--- src/rtl/simf_dec_pkg.sv ---
// Write-enable decode constants, per-entry flag struct and the decode function.
package simf_dec_pkg;

    localparam logic [7:0]  FMT_VOP2  = 8'h01;
    localparam logic [7:0]  FMT_VOP1  = 8'h02;
    localparam logic [7:0]  FMT_VOPC  = 8'h04;
    localparam logic [7:0]  FMT_VOP3A = 8'h08;

    localparam logic [11:0] DEST_VCC  = 12'hE01;
    localparam logic [2:0]  DEST_SGPR_HI = 3'b110;

    typedef struct packed {
        logic illegal;
        logic vcc;
        logic vgpr;
        logic sgpr;
    } dec_t;

    localparam int DEC_W = $bits(dec_t);

    // Compare opcodes occupy 000-00F except 007/008.
    function automatic logic is_cmp(input logic [11:0] op);
        return (op[11:4] == 8'h00) && (op[3:0] != 4'h7) && (op[3:0] != 4'h8);
    endfunction

    function automatic dec_t dec_wr_en(input logic [31:0] opcode, input logic [11:0] dest);
        dec_t        d;
        logic [11:0] op;
        op = opcode[11:0];
        d  = '{illegal: 1'b1, vcc: 1'b0, vgpr: 1'b0, sgpr: 1'b0};
        case (opcode[31:24])
            FMT_VOP2: begin
                case (op)
                    12'h003, 12'h004, 12'h005, 12'h008,
                    12'h010, 12'h01F, 12'h020: d = '{illegal: 1'b0, vcc: 1'b0, vgpr: 1'b1, sgpr: 1'b0};
                    default: ;
                endcase
            end
            FMT_VOP1: begin
                case (op)
                    12'h006, 12'h007, 12'h02A, 12'h033: d = '{illegal: 1'b0, vcc: 1'b0, vgpr: 1'b1, sgpr: 1'b0};
                    default: ;
                endcase
            end
            FMT_VOPC: begin
                if (is_cmp(op)) d = '{illegal: 1'b0, vcc: 1'b1, vgpr: 1'b0, sgpr: 1'b0};
            end
            FMT_VOP3A: begin
                if (is_cmp(op)) begin
                    if (dest == DEST_VCC)
                        d = '{illegal: 1'b0, vcc: 1'b1, vgpr: 1'b0, sgpr: 1'b0};
                    else if (dest[11:9] == DEST_SGPR_HI)
                        d = '{illegal: 1'b0, vcc: 1'b0, vgpr: 1'b0, sgpr: 1'b1};
                    else
                        d = '{illegal: 1'b0, vcc: 1'b1, vgpr: 1'b0, sgpr: 1'b1};
                end else begin
                    case (op)
                        12'h103, 12'h104, 12'h105, 12'h108,
                        12'h141: d = '{illegal: 1'b0, vcc: 1'b0, vgpr: 1'b1, sgpr: 1'b0};
                        default: ;
                    endcase
                end
            end
            default: ;
        endcase
        return d;
    endfunction

endpackage

--- src/rtl/simf_dec_fifo.sv ---
// Generic synchronous FIFO, power-of-two depth; read data is the combinational head.
// Caller must not push when full or pop when empty; flush clears and overrides push/pop.
module simf_dec_fifo #(
    parameter int WIDTH = 8,
    parameter int DEPTH = 4,
    localparam int AW = $clog2(DEPTH),
    localparam int CW = $clog2(DEPTH + 1)
) (
    input  logic             clk,
    input  logic             rst,
    input  logic             i_flush,
    input  logic             i_push,
    input  logic             i_pop,
    input  logic [WIDTH-1:0] i_wr_dat,
    output logic [WIDTH-1:0] o_rd_dat,
    output logic [CW-1:0]    o_count,
    output logic             o_full,
    output logic             o_empty
);

    localparam logic [AW-1:0] PTR_ONE = 1;
    localparam logic [CW-1:0] CNT_ONE = 1;
    localparam logic [CW-1:0] CNT_MAX = DEPTH;

    logic [WIDTH-1:0] r_mem [DEPTH];
    logic [AW-1:0]    r_wr_ptr;
    logic [AW-1:0]    r_rd_ptr;
    logic [CW-1:0]    r_count;

    always_ff @(posedge clk) begin
        if (i_push && !i_flush)
            r_mem[r_wr_ptr] <= i_wr_dat;
    end

    // Power-of-two depth lets the pointers wrap by natural overflow.
    always_ff @(posedge clk or posedge rst) begin
        if (rst) begin
            r_wr_ptr <= '0;
            r_rd_ptr <= '0;
            r_count  <= '0;
        end else if (i_flush) begin
            r_wr_ptr <= '0;
            r_rd_ptr <= '0;
            r_count  <= '0;
        end else begin
            if (i_push) r_wr_ptr <= r_wr_ptr + PTR_ONE;
            if (i_pop)  r_rd_ptr <= r_rd_ptr + PTR_ONE;
            case ({i_push, i_pop})
                2'b10:   r_count <= r_count + CNT_ONE;
                2'b01:   r_count <= r_count - CNT_ONE;
                default: r_count <= r_count;
            endcase
        end
    end

    assign o_rd_dat = r_mem[r_rd_ptr];
    assign o_count  = r_count;
    assign o_full   = (r_count == CNT_MAX);
    assign o_empty  = (r_count == '0);

endmodule

--- src/rtl/simf_wr_en_decoder_q.sv ---
// Decodes VCC/VGPR/SGPR write enables at accept and queues them; head visible the cycle after accept.
// in_ready drops when full or flushing; illegal-op trap is built only with SIMF_DEC_ILLEGAL_TRAP_EN.
module simf_wr_en_decoder_q
    import simf_dec_pkg::*;
#(
    parameter int FIFO_DEPTH      = 4,
    parameter int WFID_WIDTH      = 6,
    parameter int SGPR_ADDR_WIDTH = 12
) (
    input  logic                               clk,
    input  logic                               rst,
    input  logic                               in_valid,
    output logic                               in_ready,
    input  logic [31:0]                        in_opcode,
    input  logic [SGPR_ADDR_WIDTH-1:0]         in_sgpr_dest_addr,
    input  logic [WFID_WIDTH-1:0]              in_wfid,
    input  logic                               flush,
    output logic                               out_valid,
    input  logic                               out_ready,
    output logic                               out_vcc_wr_en,
    output logic                               out_vgpr_wr_en,
    output logic                               out_sgpr_wr_en,
    output logic                               out_illegal,
    output logic [WFID_WIDTH-1:0]              out_wfid,
`ifdef SIMF_DEC_ILLEGAL_TRAP_EN
    input  logic                               in_illegal_clr,
    output logic                               out_illegal_sticky,
    output logic [WFID_WIDTH-1:0]              out_illegal_wfid,
`endif
    output logic [$clog2(FIFO_DEPTH+1)-1:0]    out_count
);

    localparam int EW = DEC_W + WFID_WIDTH;

    dec_t            w_dec;
    dec_t            w_head_dec;
    logic [EW-1:0]   w_wr_dat;
    logic [EW-1:0]   w_rd_dat;
    logic            w_full;
    logic            w_empty;
    logic            w_push;
    logic            w_pop;

    assign w_dec    = dec_wr_en(in_opcode, 12'(in_sgpr_dest_addr));
    assign w_wr_dat = {w_dec, in_wfid};

    assign in_ready  = !w_full && !flush;
    assign out_valid = !w_empty;
    assign w_push    = in_valid && in_ready;
    assign w_pop     = out_valid && out_ready;

    simf_dec_fifo #(
        .WIDTH (EW),
        .DEPTH (FIFO_DEPTH)
    ) u_fifo (
        .clk      (clk),
        .rst      (rst),
        .i_flush  (flush),
        .i_push   (w_push),
        .i_pop    (w_pop),
        .i_wr_dat (w_wr_dat),
        .o_rd_dat (w_rd_dat),
        .o_count  (out_count),
        .o_full   (w_full),
        .o_empty  (w_empty)
    );

    // Empty-queue storage is never exposed: fields read as zero without a head.
    assign w_head_dec     = out_valid ? dec_t'(w_rd_dat[EW-1:WFID_WIDTH]) : '0;
    assign out_wfid       = out_valid ? w_rd_dat[WFID_WIDTH-1:0] : '0;
    assign out_vcc_wr_en  = w_head_dec.vcc;
    assign out_vgpr_wr_en = w_head_dec.vgpr;
    assign out_sgpr_wr_en = w_head_dec.sgpr;
    assign out_illegal    = w_head_dec.illegal;

`ifdef SIMF_DEC_ILLEGAL_TRAP_EN
    logic                  r_illegal_sticky;
    logic [WFID_WIDTH-1:0] r_illegal_wfid;
    logic                  w_ill_set;

    // A new illegal in the clear cycle re-arms with its own wfid.
    assign w_ill_set = w_push && w_dec.illegal && (!r_illegal_sticky || in_illegal_clr);

    always_ff @(posedge clk or posedge rst) begin
        if (rst) begin
            r_illegal_sticky <= 1'b0;
            r_illegal_wfid   <= '0;
        end else if (w_ill_set) begin
            r_illegal_sticky <= 1'b1;
            r_illegal_wfid   <= in_wfid;
        end else if (in_illegal_clr) begin
            r_illegal_sticky <= 1'b0;
            r_illegal_wfid   <= '0;
        end
    end

    assign out_illegal_sticky = r_illegal_sticky;
    assign out_illegal_wfid   = r_illegal_wfid;
`endif

endmodule

--- config.mk ---
export PLATFORM = sky130hd
export DESIGN_NAME = simf_wr_en_decoder_q
export DESIGN_NICKNAME = d
export VERILOG_FILES = /design/src/rtl/simf_dec_pkg.sv /design/src/rtl/simf_dec_fifo.sv /design/src/rtl/simf_wr_en_decoder_q.sv
export SDC_FILE = /design/constraint.sdc
export NUM_CORES = 1
export LEC_CHECK = 0
export BUFFER_PORTS_ARGS = -buffer_cell sky130_fd_sc_hd__buf_2
export CORE_UTILIZATION = 40
export DETAILED_ROUTE_END_ITERATION = 10
export PLACE_DENSITY = 0.7
export RECOVER_POWER = 100
export SYNTH_ARGS = -nofsm -noshare
export SYNTH_HDL_FRONTEND = slang
export SYNTH_HIERARCHICAL = 1
export SYNTH_SLANG_ARGS = --single-unit
--- constraint.sdc ---
create_clock -name clk -period 7.65 [get_ports clk]
set_clock_uncertainty 0.1 [all_clocks]
set_input_delay 0.3825 -clock clk [delete_from_list [all_inputs] [get_ports clk]]
set_output_delay 0.3825 -clock clk [all_outputs]
set_load 0.05 [all_outputs]
; ---- Yosys cells after proc, flatten, opt, wreduce, memory -nomap -nowiden
; Memory sizes are Yosys's and may differ from the RTL's.
; Cells that the tools add are included.
[op_classes]
n_eq_ne = 27
mux = 18
n_reduce_logical = 17
n_addsub = 4
[op_table]
columns = operator, count
row1 = "12-bit by 9-bit == test with 1-bit output, second input constant", 5
row2 = "12-bit by 3-bit == test with 1-bit output, second input constant", 4
row3 = "12-bit by 6-bit == test with 1-bit output, second input constant", 3
row4 = "12-bit by 5-bit == test with 1-bit output, second input constant", 2
row5 = 4-bit 2-to-1 mux, 6
row6 = 4-bit case mux with 4 select lines, 1
row7 = "12-bit == test, second input constant", 1
row8 = "12-bit by 2-bit == test with 1-bit output, second input constant", 1
row9 = "12-bit by 4-bit == test with 1-bit output, second input constant", 1
row10 = 3-bit 2-to-1 mux, 3
row11 = "8-bit by 1-bit == test with 1-bit output, second input constant", 1
row12 = "8-bit by 2-bit == test with 1-bit output, second input constant", 1
row13 = "8-bit by 3-bit == test with 1-bit output, second input constant", 1
row14 = "8-bit by 4-bit == test with 1-bit output, second input constant", 1
row15 = 8-bit zero test, 1
row16 = 2-bit 2-to-1 mux, 4
row17 = 7-bit OR reduction, 1
row18 = "3-bit == test, second input constant", 2
row19 = 1-bit logical AND, 6
row20 = 6-bit 2-to-1 mux, 1
row21 = 3-bit case mux with 2 select lines, 1
row22 = 5-bit OR reduction, 1
row23 = "2-bit by 1-bit adder with 2-bit output, second input constant", 2
row24 = "4-bit by 3-bit != test with 1-bit output, second input constant", 1
row25 = other kinds (11), 15
[word_totals]
input_bits = 55
ramBits = 40
elab_cells = 70
n_memories = 1
out_inout_bits = 15
regBits = 7
[mem_list]
columns = name, depth, word_bits, read_ports, rd_clocked_by_memory_dff, wr, line_no
row1 = u_fifo.r_mem, 4, 10, 1, 0, 1, simf_dec_fifo.sv:25  ; logic [WIDTH-1:0] r_mem [DEPTH];

; ---- Longest topological paths before layout
[logic_depth]
depth_word = 7
mapped_depth = 9
mapped_depth_nobuf = 8

; ---- By module
; The synthesis kept the hierarchy.
[by_module_without_submodules]
columns = module, area_each_um2, cells_each, instances, seq_area_each_um2
row1 = simf_dec_fifo, 1901.8, 96, 1, 1376.3
row2 = simf_wr_en_decoder_q, 519.2, 75, 1, 0.0

; ---- Worst setup path after synthesis
; No wires, ideal clock.
[synth_path]
path_kind = reg-to-reg
startpoint = reg u_fifo.r_count[2], in the netlist u_fifo/o_count[2]
endpoint = reg u_fifo.r_count[2], in the netlist u_fifo/o_count[2]
stages_incl_launch_ff = 10
setup_ns = 0.131
arrival_ns = 2.859
required_ns = 7.419
period_less_slack_ns = 3.090
path_buffers = 1
slack_ns = 4.560
cell_sequence = dfrtp_1 nor3b_1 nor2_1 and2_1 buf_2 nor2b_1 fa_1 nor3b_1 o21ai_1 nor3b_2
[synth_between]
elab_chain_cells = 7
word_cells_on_any_way = 14
cone_classes = add/sub (2) / eq/ne (3) / mux (2) / reduce/logical (7)
[synth_lines]
columns = element, line_no
row1 = from (decl), simf_dec_fifo.sv:28  ; logic [CW-1:0] r_count;
row2 = from (signal assigned), simf_dec_fifo.sv:49  ; 2'b10: r_count <= r_count + CNT_ONE;
row3 = from (signal assigned), simf_dec_fifo.sv:50  ; 2'b01: r_count <= r_count - CNT_ONE;
row4 = from (signal assigned), simf_dec_fifo.sv:51  ; default: r_count <= r_count;
row5 = 3-bit == test (*), simf_dec_fifo.sv:58  ; assign o_full = (r_count == CNT_MAX);
row6 = named net w_full, simf_wr_en_decoder_q.sv:39  ; logic w_full;
row7 = 1-bit zero test (*), simf_wr_en_decoder_q.sv:47  ; assign in_ready = !w_full && !flush;
row8 = 1-bit logical AND (*), simf_wr_en_decoder_q.sv:47
row9 = named net in_ready, simf_wr_en_decoder_q.sv:13  ; output logic in_ready,
row10 = 1-bit logical AND (*), simf_wr_en_decoder_q.sv:49  ; assign w_push = in_valid && in_ready;
row11 = named net w_push, simf_wr_en_decoder_q.sv:41  ; logic w_push;
row12 = 2-bit by 1-bit == test with 1-bit output / 2-bit == test (equally long branches), simf_dec_fifo.sv:48  ; case ({i_push, i_pop})
row13 = 3-bit case mux with 2 select lines, simf_dec_fifo.sv:48
row14 = 3-bit 2-to-1 mux, simf_dec_fifo.sv:41  ; end else if (i_flush) begin
; Mark *: on every way through the listed nets, which the timed path passes. The rest lies on a longest branch.
; A chain may end at the register's enable or synchronous reset.

; ---- Worst setup path after layout
[layout_path]
startpoint = reg u_fifo.r_count[0], in the netlist u_fifo/o_count[0]
endpoint = reg u_fifo.r_count[2], in the netlist u_fifo/o_count[2]
[layout_between]
word_cells_on_any_way = 14
cone_classes = add/sub (2) / eq/ne (3) / mux (2) / reduce/logical (7)
[layout_lines]
columns = element, line_no
row1 = 3-bit zero test (*), simf_dec_fifo.sv:59  ; assign o_empty = (r_count == '0);
row2 = named net w_empty, simf_wr_en_decoder_q.sv:40  ; logic w_empty;
row3 = 1-bit zero test (*), simf_wr_en_decoder_q.sv:48  ; assign out_valid = !w_empty;
row4 = 1-bit logical AND (*), simf_wr_en_decoder_q.sv:50  ; assign w_pop = out_valid && out_ready;
row5 = named net w_pop, simf_wr_en_decoder_q.sv:42  ; logic w_pop;
row6 = 2-bit by 1-bit == test with 1-bit output / 2-bit == test (equally long branches), simf_dec_fifo.sv:48
row7 = 3-bit case mux with 2 select lines, simf_dec_fifo.sv:48
row8 = 3-bit 2-to-1 mux, simf_dec_fifo.sv:41
; Marked as above.

==> run metrics <==
Pwr Density 301 nW/um^2; #FFs+latches synth 47; drt wl/cell 13.9 um; syn nets 231; RSZ-0062 raised after global routing false; synth warn 6; worst setup path startpoint u_fifo/o_count[0]$_DFFE_PP0P_; Final setup viols 0; Setup Slack @ Placement 5.32 ns; initial core utilization 0.427; Area Growth Syn to Fin 16.5%; Async S/R FF share, synth 0.149; Register Area 1380 sq um; Clock Latency Late Sink 0.29 ns; Core Rows 27; gr usage total 0.143; initial antenna violation count 0; FF-to-FF End u_fifo/o_count[2]$_DFFE_PP0P_; final std cells w/o fill 303; IO Pins 70; vias in the first global route 1,432; Setup crit end u_fifo/o_count[2]$_DFFE_PP0P_; r2r startpoint u_fifo/o_count[0]$_DFFE_PP0P_; XOR/XNOR Fraction of Synth Area 0.0212; Final Hold Viols 0; largest net degree at the start of global routing 15; Critical-path top delay cell clkbuf_1; max-slew violations 0; setup slack, reg-to-reg 4.92 ns; Yosys cell types 48; Buf+Inv Stages, Crit Path 1; Critical Path RT 7.72 ns; CTS tree yes; Iter 0 DRT Violations 79; Routed Wire Length 4210 um; Slew HR 0.457; Die Ht 79.8 um; GR Overflow Total 0; CP top delay family simple AND/OR/NAND/NOR gates; HP Start in_wfid[1]; Setup crit end kind flip-flop; H-tree depth 2; die width 79.8 um; Adder-Cell Fraction of Synth Area 0.0289; Slew @ Worst Pin 0.814 ns; gpl congestion 0.796; Clock transition at path regs 0.08 ns; clk sinks 47; Syn Area/Cell 14.2 sq um; area leader, netlist edfxtp_1; critical-path maximum fanout 12; first-pass detailed-route iteration total 4; Max-Cap Viols 0; worst-path cell chain nor3_1 > clkbuf_1 > nor2b_1 > nor2b_1 > fa_1 > nor3b_1 > o21ai_0 > nor3b_2; ant diodes 0; sequential fraction of the synthesis area 0.568; root buffer cell clkbuf_8; Final Critical Period 2.73 ns; Clock Path Buffers 2; # DRC 0; f_max 367 MHz; synth top area cells edfxtp_1, mux4_2, dfrtp_1; dpl hpwl 3140 um; Crit Path Category flip-flop to flip-flop; PortBufs 57; post-synthesis mux area share 0.109; Syn Inst Count 171; layout cells sized above 1 0.234; Crit path depth 8; largest family of logic cells by synthesized area simple AND/OR/NAND/NOR gates; Core Util, Final 0.497; Synth Area in Simple Gates 0.192; outcome finished, final reports clean; Synth Area in Compound Gates 0.0532; Hold Path Depth 1; number of synthesized flops with an enable pin 40; area taken by multi-input logic gates 978 sq um; VDD IR max 220 uV; Cell Area, Synth 2420 sq um; Post-synth top flop edfxtp_1; Cells after DPL 294; most used cell, CP nor2b_1; TNS Setup 0 ns; antenna viol nets, final 0; Filler cells 516; Reg2Reg Depth 8; Synth top area share 0.496; worst hold-check path type input pin to flip-flop; Layout Nets 290; Final WS setup 4.92 ns; via count 1,563; Worst Setup Start Kind flip-flop; CTS Buf Count 5; CP arrival 2.80 ns; DIE AREA 6370 sq um; first-pass GRT wire length 6780 um; Via density 5.16; Max stage delay on crit path 0.47 ns; period utilisation layout 0.356; post-CTS sizing 0; Leakage Power 0.000969 uW; Core ar. 5680 sq um
power by group:
group / internal (uW) / switching, uW / leakage [uW] / total [uW]
logic: 112 / 275 / 0.000475 / 387
registers: 293 / 32.1 / 0.000450 / 326
clock network: 63.9 / 73.4 / 0.0000428 / 137
worst min path at each step:
stage,to,slack [ns]
finish,u_fifo/r_mem[0][1]$_DFFE_PP_,0.25
CTS,u_fifo/r_mem[0][1]$_DFFE_PP_,0.19
global placement,u_fifo/o_count[2]$_DFFE_PP0P_,0.22
detailed placement,u_fifo/o_count[2]$_DFFE_PP0P_,0.24
floorplan,u_fifo/o_count[0]$_DFFE_PP0P_,0.09
global route,u_fifo/r_mem[0][1]$_DFFE_PP_,0.26
cell families (layout without fill, tap and decap cells):
| family | Yosys count | after routing |
|---|---|---|
| AND/OR/NAND/NOR | 71 | 71 |
| flip-flops | 47 | 47 |
| AO/OA/AOI/OAI | 18 | 18 |
| multiplexers | 13 | 13 |
| buffers and inverters | 12 | 72 |
| adder cells (fa/ha/maj) | 5 | 5 |
| XOR/XNOR | 5 | 5 |
metrics by stage:
stage / hold WS, ns / total power (uW) / instance area (sq um)
after floorplan: 0.0859 / 653 / 2420
after global placement: 0.225 / 736 / 2760
after detailed placement: 0.241 / 741 / 2760
after CTS: 0.191 / 880 / 2850
after global routing: 0.265 / 900 / 2820
final: 0.248 / 850 / 2820
placed cells by master, fill, tap and decap left out, types with 2 or more instances in the layout:
cell type and instances:
edfxtp_1 40, buf_2 35, clkbuf_1 24, nor2b_1 16, nor2_1 10, mux4_2 8, dfrtp_1 7, and2_0 6
inv_1 5, nor3_1 5, clkbuf_8 5, nor4_1 4, nand2_1 4, ha_1 4, or4b_1 3, nor3b_1 3
o31a_1 3, a21oi_1 3, nand3_1 3, mux2i_1 3, xnor2_1 3, nand4b_1 2, nand2b_1 2, nor4b_1 2
or4_1 2, o21bai_1 2, o2111ai_1 2, o21ai_0 2, mux4_1 2
layer usage:
layer | track usage | routed length [um] | up-vias
met5 | 0 | 0 | -
met4 | 0.0429 | 46 | 0
met3 | 0.0343 | 168 | 4
met2 | 0.240 | 2090 | 40
met1 | 0.181 | 1900 | 739
li1 | - | - | 780
Yosys cell counts, types with 3 or more instances:
cell type and count:
nor2b_1 16, o31a_1 3, dfrtp_1 7, nor3b_1 3
nand2_1 4, inv_1 5, or4b_1 3, ha_1 4
nand3_1 3, mux2i_1 3, nor4_1 4, and2_1 6
a21oi_1 3, xnor2_1 3, mux4_2 8, nor2_1 10
nor3_1 5, edfxtp_1 40
state kept, by name, indices dropped and copies added, names as in the netlist:
register and cells:
u_fifo/r_mem 40, u_fifo/o_count 3, u_fifo/r_rd_ptr 2, u_fifo/r_wr_ptr 2
layout make-up:
type	instances	area share
Timing Repair Buffer	59	0.0963
Multi-Input combinational cell	112	0.347
Sequential cell	47	0.488
Clock inverter	2	0.00444
Inverter	5	0.00665
Clock buffer	6	0.0257
Tap cell	72	0.0319
what timing repair did:
item                                   CTS  global route
setup buffers                            0             0
hold buffers                             1             0
setup endpoints to repair                0             0
endpoints found under the hold margin    7             0
(Power assumes the default switching activity.)
